`src/rtl/audio_pkg.sv`:
```
// Shared types and default widths for the tone generator datapath.
package audio_pkg;

    localparam int ACC_WIDTH_DEF  = 24;
    localparam int COUNT_SIZE_DEF = 8;
    localparam int DUR_WIDTH_DEF  = 16;

    typedef enum logic [1:0] {
        IDLE   = 2'd0,
        PLAY   = 2'd1,
        FINISH = 2'd2
    } tone_state_t;

endpackage

```
`src/rtl/tone_phase_gen_phase_accum.sv`:
```
// Phase accumulator: phase and frequency-word registers with free-wrapping
// phase add. Optional linear frequency sweep guarded by TONE_SWEEP_EN.
module phase_accum
    import audio_pkg::*;
#(
    parameter int ACC_WIDTH = ACC_WIDTH_DEF
) (
    input  logic                 clk,
    input  logic                 reset,
    input  logic                 load,
    input  logic                 clear,
    input  logic                 step,
    input  logic [ACC_WIDTH-1:0] freq_word,
`ifdef TONE_SWEEP_EN
    input  logic [ACC_WIDTH-1:0] sweep_step,
`endif
    output logic [ACC_WIDTH-1:0] phase
);

    logic [ACC_WIDTH-1:0] phase_q, phase_d;
    logic [ACC_WIDTH-1:0] freq_r_q, freq_r_d;

`ifdef TONE_SWEEP_EN
    logic [ACC_WIDTH-1:0] sweep_q, sweep_d;

    // Add a signed delta to an unsigned frequency word, clamping to [0, max].
    function automatic logic [ACC_WIDTH-1:0] sweep_sat(
        input logic [ACC_WIDTH-1:0] f,
        input logic [ACC_WIDTH-1:0] s
    );
        logic [ACC_WIDTH+1:0] sum;
        sum = {2'b00, f} + {{2{s[ACC_WIDTH-1]}}, s};
        if (sum[ACC_WIDTH+1])
            sweep_sat = '0;
        else if (sum[ACC_WIDTH])
            sweep_sat = '1;
        else
            sweep_sat = sum[ACC_WIDTH-1:0];
    endfunction
`endif

    // Next phase / frequency: load wins over clear, clear over step.
    always_comb begin
        phase_d  = phase_q;
        freq_r_d = freq_r_q;
`ifdef TONE_SWEEP_EN
        sweep_d  = sweep_q;
`endif
        if (load) begin
            phase_d  = '0;
            freq_r_d = freq_word;
`ifdef TONE_SWEEP_EN
            sweep_d  = sweep_step;
`endif
        end else if (clear) begin
            phase_d = '0;
        end else if (step) begin
            // Phase always advances by the frequency in force before this tick.
            phase_d = phase_q + freq_r_q;
`ifdef TONE_SWEEP_EN
            freq_r_d = sweep_sat(freq_r_q, sweep_q);
`endif
        end
    end

    // Accumulator registers.
    always_ff @(posedge clk) begin
        if (reset) begin
            phase_q  <= '0;
            freq_r_q <= '0;
`ifdef TONE_SWEEP_EN
            sweep_q  <= '0;
`endif
        end else begin
            phase_q  <= phase_d;
            freq_r_q <= freq_r_d;
`ifdef TONE_SWEEP_EN
            sweep_q  <= sweep_d;
`endif
        end
    end

    assign phase = phase_q;

endmodule

```
`src/rtl/tone_phase_gen.sv`:
```
// NCO tone generator feeding an 8-bit sine table: FSM, duration counter and
// the sample-valid delay line matching the phase register plus table register.
// Optional macro TONE_SWEEP_EN adds the sweep_step port and frequency sweep.
module tone_phase_gen
    import audio_pkg::*;
#(
    parameter int COUNT_SIZE = COUNT_SIZE_DEF,
    parameter int ACC_WIDTH  = ACC_WIDTH_DEF,
    parameter int DUR_WIDTH  = DUR_WIDTH_DEF
) (
    input  logic                  clk,
    input  logic                  reset,
    input  logic                  sample_tick,
    input  logic                  start,
    input  logic                  stop,
    input  logic [ACC_WIDTH-1:0]  freq_word,
    input  logic [DUR_WIDTH-1:0]  duration,
`ifdef TONE_SWEEP_EN
    input  logic [ACC_WIDTH-1:0]  sweep_step,
`endif
    output logic [COUNT_SIZE-1:0] ADDR,
    output logic                  sample_valid,
    output logic                  busy,
    output logic                  done
);

    tone_state_t          state_q, state_d;
    logic [DUR_WIDTH-1:0] dur_cnt_q, dur_cnt_d;
    logic                 vld_p1_q, vld_p1_d;
    logic                 vld_p2_q, vld_p2_d;
    logic                 accept, load, clear, step, kill;
    logic [ACC_WIDTH-1:0] phase;

    phase_accum #(.ACC_WIDTH(ACC_WIDTH)) u_phase_accum (
        .clk        (clk),
        .reset      (reset),
        .load       (load),
        .clear      (clear),
        .step       (step),
        .freq_word  (freq_word),
`ifdef TONE_SWEEP_EN
        .sweep_step (sweep_step),
`endif
        .phase      (phase)
    );

    // FSM next state, accumulator controls and valid pipeline; stop beats start beats tick.
    always_comb begin
        state_d   = state_q;
        dur_cnt_d = dur_cnt_q;
        accept    = 1'b0;
        load      = 1'b0;
        clear     = 1'b0;
        step      = 1'b0;
        kill      = 1'b0;
        case (state_q)
            IDLE: begin
                accept = start && !stop;
            end
            PLAY: begin
                if (stop) begin
                    clear     = 1'b1;
                    kill      = 1'b1;
                    dur_cnt_d = '0;
                    state_d   = IDLE;
                end else if (start) begin
                    accept = 1'b1;
                    kill   = 1'b1;
                end else if (sample_tick) begin
                    step      = 1'b1;
                    dur_cnt_d = dur_cnt_q - DUR_WIDTH'(1);
                    if (dur_cnt_q == DUR_WIDTH'(1))
                        state_d = FINISH;
                end
            end
            FINISH: begin
                // Silence the table: phase returns to zero unless a new tone starts.
                accept = start && !stop;
                if (!accept) begin
                    clear   = 1'b1;
                    state_d = IDLE;
                end
            end
            default: begin
                clear   = 1'b1;
                state_d = IDLE;
            end
        endcase
        if (accept) begin
            load      = 1'b1;
            dur_cnt_d = duration;
            state_d   = (duration == '0) ? FINISH : PLAY;
        end
        vld_p1_d = step && !kill;
        vld_p2_d = vld_p1_q && !kill;
    end

    // State, duration counter and valid delay registers.
    always_ff @(posedge clk) begin
        if (reset) begin
            state_q   <= IDLE;
            dur_cnt_q <= '0;
            vld_p1_q  <= 1'b0;
            vld_p2_q  <= 1'b0;
        end else begin
            state_q   <= state_d;
            dur_cnt_q <= dur_cnt_d;
            vld_p1_q  <= vld_p1_d;
            vld_p2_q  <= vld_p2_d;
        end
    end

    assign ADDR         = phase[ACC_WIDTH-1 -: COUNT_SIZE];
    assign sample_valid = vld_p2_q;
    assign busy         = (state_q == PLAY);
    assign done         = (state_q == FINISH);

endmodule

```
`config.mk`:
```
export PLATFORM = sky130hd
export DESIGN_NAME = tone_phase_gen
export DESIGN_NICKNAME = d
export VERILOG_FILES = /design/src/rtl/audio_pkg.sv /design/src/rtl/tone_phase_gen_phase_accum.sv /design/src/rtl/tone_phase_gen.sv
export SDC_FILE = /design/constraint.sdc
export NUM_CORES = 1
export LEC_CHECK = 0
export CORE_MARGIN = 4
export CORE_UTILIZATION = 34
export CTS_CLUSTER_DIAMETER = 40
export CTS_CLUSTER_SIZE = 24
export DETAILED_ROUTE_END_ITERATION = 8
export PLACE_DENSITY = 0.63
export REMOVE_ABC_BUFFERS = 1
export SYNTH_ARGS = -nofsm -noshare
export SYNTH_HDL_FRONTEND = slang
export SYNTH_SLANG_ARGS = --single-unit
```
`constraint.sdc`:
```
create_clock -name clk -period 2.44 [get_ports clk]
set_input_delay 0.488 -clock clk [delete_from_list [all_inputs] [get_ports clk]]
set_output_delay 0.488 -clock clk [all_outputs]
set_load 0.005 [all_outputs]
```
==> results.txt <==
The run finished with clean final reports. The initial antenna violation count is 0. Counting flops and latches in the post-synthesis netlist gives approximately 70. The final wirelength is 11100 microns.

The number of placement rows is 39. The required time of the critical path came out at 2.67 ns. The count of antenna-violating nets left after detailed routing is 0. The area inside the core boundary came out at 11600 sq um. The count of port buffers added during placement came out at 55. On the critical path, the stage with the largest delay is an instance of sky130_fd_sc_hd__fa_2. The congestion estimate from routability-driven global placement came to 0.875. The number of synthesized flops with an enable pin came out at 0. The total of fill cells in the finished design came out at roughly 1200.

At the pin with the least slew margin, the transition time is 0.580 ns. The final period demand of the worst path is between 2 and 2.5 ns. The total number of yosys warnings came out at 0. The via count of the first global-routing pass is about 3900. The H-tree depth came out at 3. Dividing the final minimum period by the clock period gives 0.980. The number of failing hold endpoints at the final stage is 0. From bottom edge to top edge, the die measures 118 microns. The setup violation total in the final timing report is 0. The net count of the finished layout is 655.

The headroom to the max-slew limit came out at 0.614. The number of buffers added by the clock tree synthesis step is 9. The most used flip-flop cell after synthesis is sky130_fd_sc_hd__dfxtp_1. In the post-synthesis netlist, the cell with the most instances is sky130_fd_sc_hd__nand2_1. Hold repair after CTS inserted 0 buffers. The placed cell area is 4810 sq um.

The aggregate global-route resource usage is 0.158. The number of iterations in the first detailed-routing pass is 4. The worst reg-to-reg path cell count came out at 9. The count of final max-slew check failures was 0. The worst clock skew on the final layout came out at ~0.0073 ns. The largest fanout on the critical path came out at 2. The layout-stage area growth over the synthesis result is 25.1%. TritonCTS built the clock tree. The final routed DRC violation total is 0. The HPWL after detailed placement is 8210 microns. The maximum buffer depth of the clock tree came out at 2. The fraction of final layout cells with drive strength greater than 1 came out at 0.105. The total power divided by cell area is 543 nW/um^2. Data arrives at the worst endpoint at 2.62 ns. The width of the die came out at 118 microns.

Setup repair after global routing could not meet its margin everywhere. The count of clock tree sinks came out at 68. The clock latency on the worst-skew pair is ~0.33 ns. The max-capacitance violation count came out at 0. The number of different library cells in the post-synthesis netlist is 63. The synthesized area per cell is 7.80 sq um. Based on the critical path, the design can be clocked at up to 418 MHz. After synthesis, the cell types taking the most area are sky130_fd_sc_hd__dfxtp_1 (33%), sky130_fd_sc_hd__a21oi_1 (9.4%), sky130_fd_sc_hd__nand2_1 (9.0%). The maximum number of pins on one net before global-route repair came out at 42. The capturing element type of the critical path is a flip-flop. The leakage power total is 2.01 nW.

The top-level port count is 56. The total chip power came out at around 2.8 mW. The number of antenna diodes in the final layout is 0.

Traced cell by cell, the critical path runs through ha_4 -> fa_2 -> a21o_1 -> a211oi_4 -> nor3_2 -> o31ai_2 -> a21oi_1 -> or3_1 -> a32o_1. The maximum vdd ir drop is 312 uV. The worst hold-check path type is flip-flop to flip-flop. CTS placed an instance of sky130_fd_sc_hd__clkbuf_16 at the clock tree root. The number of violations reported at the end of detailed-routing iteration 0 is 146. The leftover overflow at the end of global routing came out at 0. The design area came out at just over 5000 sq um.

On the worst path, the slowest cell contributes a delay of 0.37 ns. The cell depth of the worst min-delay path is 2. In the synthesized netlist, the cells that appear most often are sky130_fd_sc_hd__nand2_1 (99), sky130_fd_sc_hd__a21oi_1 (77), sky130_fd_sc_hd__dfxtp_1 (68). The die covers 13900 sq um. The least setup slack across all paths after layout came out at 0.0499 ns.

At the end of the flow the core is filled with cells to 0.443. The global-route wire length before repair came out at 18400 microns. After clock tree synthesis, the clock-pin slew on the worst setup and hold paths is about 0.06 ns. The share of the yosys chip area belonging to registers is 0.331. The synthesized netlist occupies a cell area of 4110 sq um.

The post-placement worst setup slack came out at -0.162 ns. The starting density of the core came out at 0.354. The number of vias per cell after detailed routing came out at 5.47. The number of vias in the routed layout came out at between 4000 and 5000.

The routed length per instance is 15.1 microns. The proportion of netlist area held by the largest area contributor came out at 0.331. The cell type with the highest aggregate area in the netlist is sky130_fd_sc_hd__dfxtp_1.

The launching element type of the critical path is a flip-flop. The share of synthesized registers carrying an async set or reset came out at 0. The critical path in this run is classified as flip-flop to flip-flop. The instance count of the mapped netlist came out at ~530.
## critical path, delay by kind of cell, from the launching register on
| kind | cells | cell delay, ns |
|---|---|---|
| and+or+nand+nor | 2 | 0.37 |
| adders and majority gates | 2 | 0.53 |
| DFF | 1 | 0.33 |
| AOI/OAI and AO/OA | 5 | 1.06 |
## registers in the layout, summed over array words and instances, names as in the netlist
name,count
dur_cnt_q,16
u_phase_accum.phase,24
vld_p1_q,1
u_phase_accum.freq_r_q,24
state_q,2
sample_valid,1
## stage by stage
step / instances / setup TNS (ns) / hold slack [ns]
5_1_grt: 732 / -0.114 / 0.485
2_1_floorplan: 493 / 0 / 0.404
4_1_cts: 730 / 0 / 0.459
6_report: 732 / 0 / 0.456
3_5_place_dp: 714 / -1.52 / 0.452
3_3_place_gp: 714 / -0.115 / 0.444
## layer usage
layer  GRT usage  share of wire  vias to the layer above
li1            -              -                     2000
met1       0.193           0.45                     1871
met2       0.270           0.48                      110
met3      0.0404          0.051                       22
met4      0.0549          0.016                        0
met5           0              0                        -
## final timing paths
path,from,to,slack (ns)
worst min-delay path,u_phase_accum.phase[9],u_phase_accum.phase[9],0.46
worst min register to register,u_phase_accum.phase[9],u_phase_accum.phase[9],0.46
worst max register to register,u_phase_accum.freq_r_q[0],u_phase_accum.phase[18],0.05
worst max-delay path,u_phase_accum.freq_r_q[0],u_phase_accum.phase[18],0.05
## report_power, final
part / leakage (nW) / switching (mW) / internal (mW)
Sequential: 0.553 / 0.0314 / 1.15
Combinational: 1.33 / 0.244 / 0.194
Clock: 0.131 / 0.460 / 0.713
Total: 2.01 / 0.736 / 2.05
## cell usage in the layout (no fill, tap or decap), types with 7 or more instances in the layout
master,Yosys,layout
sky130_fd_sc_hd__clkbuf_16,0,9
sky130_fd_sc_hd__xnor2_1,10,10
sky130_fd_sc_hd__nor3_1,13,11
sky130_fd_sc_hd__nor4_1,10,10
sky130_fd_sc_hd__ha_1,25,24
sky130_fd_sc_hd__nor2_1,36,36
sky130_fd_sc_hd__buf_4,9,25
sky130_fd_sc_hd__clkdlybuf4s50_1,0,55
sky130_fd_sc_hd__and2_1,7,7
sky130_fd_sc_hd__a21oi_1,77,76
sky130_fd_sc_hd__nand2_1,99,99
sky130_fd_sc_hd__a21o_1,7,7
sky130_fd_sc_hd__a22o_1,9,9
sky130_fd_sc_hd__inv_1,9,9
sky130_fd_sc_hd__o21ai_0,25,24
sky130_fd_sc_hd__dfxtp_1,68,66
## kinds of logic after synthesis
family | synth area share
muxes | 0.00487
buffers and inverters | 0.0563
AOI/OAI and AO/OA | 0.262
xor gates and xnor gates | 0.0320
and+or+nand+nor | 0.233
adders and majority gates | 0.0810
DFF | 0.331
## final cells by class
type	instances	area [sq um]	area share
sequential	68	1360	0.265
inverter	9	33.8	0.00657
timing repair buffer	80	738	0.144
clock inverter	2	10.0	0.00195
multi-input combinational	416	2560	0.499
clock buffer	14	254	0.0494
tap	143	179	0.0348
## repair_timing
item	4_1_cts	5_1_grt
buffers inserted	0	2
resized for setup	2	9
setup endpoints to repair	3	7
pin swaps	1	9
Note: power is estimated with default switching activity, not from simulation.
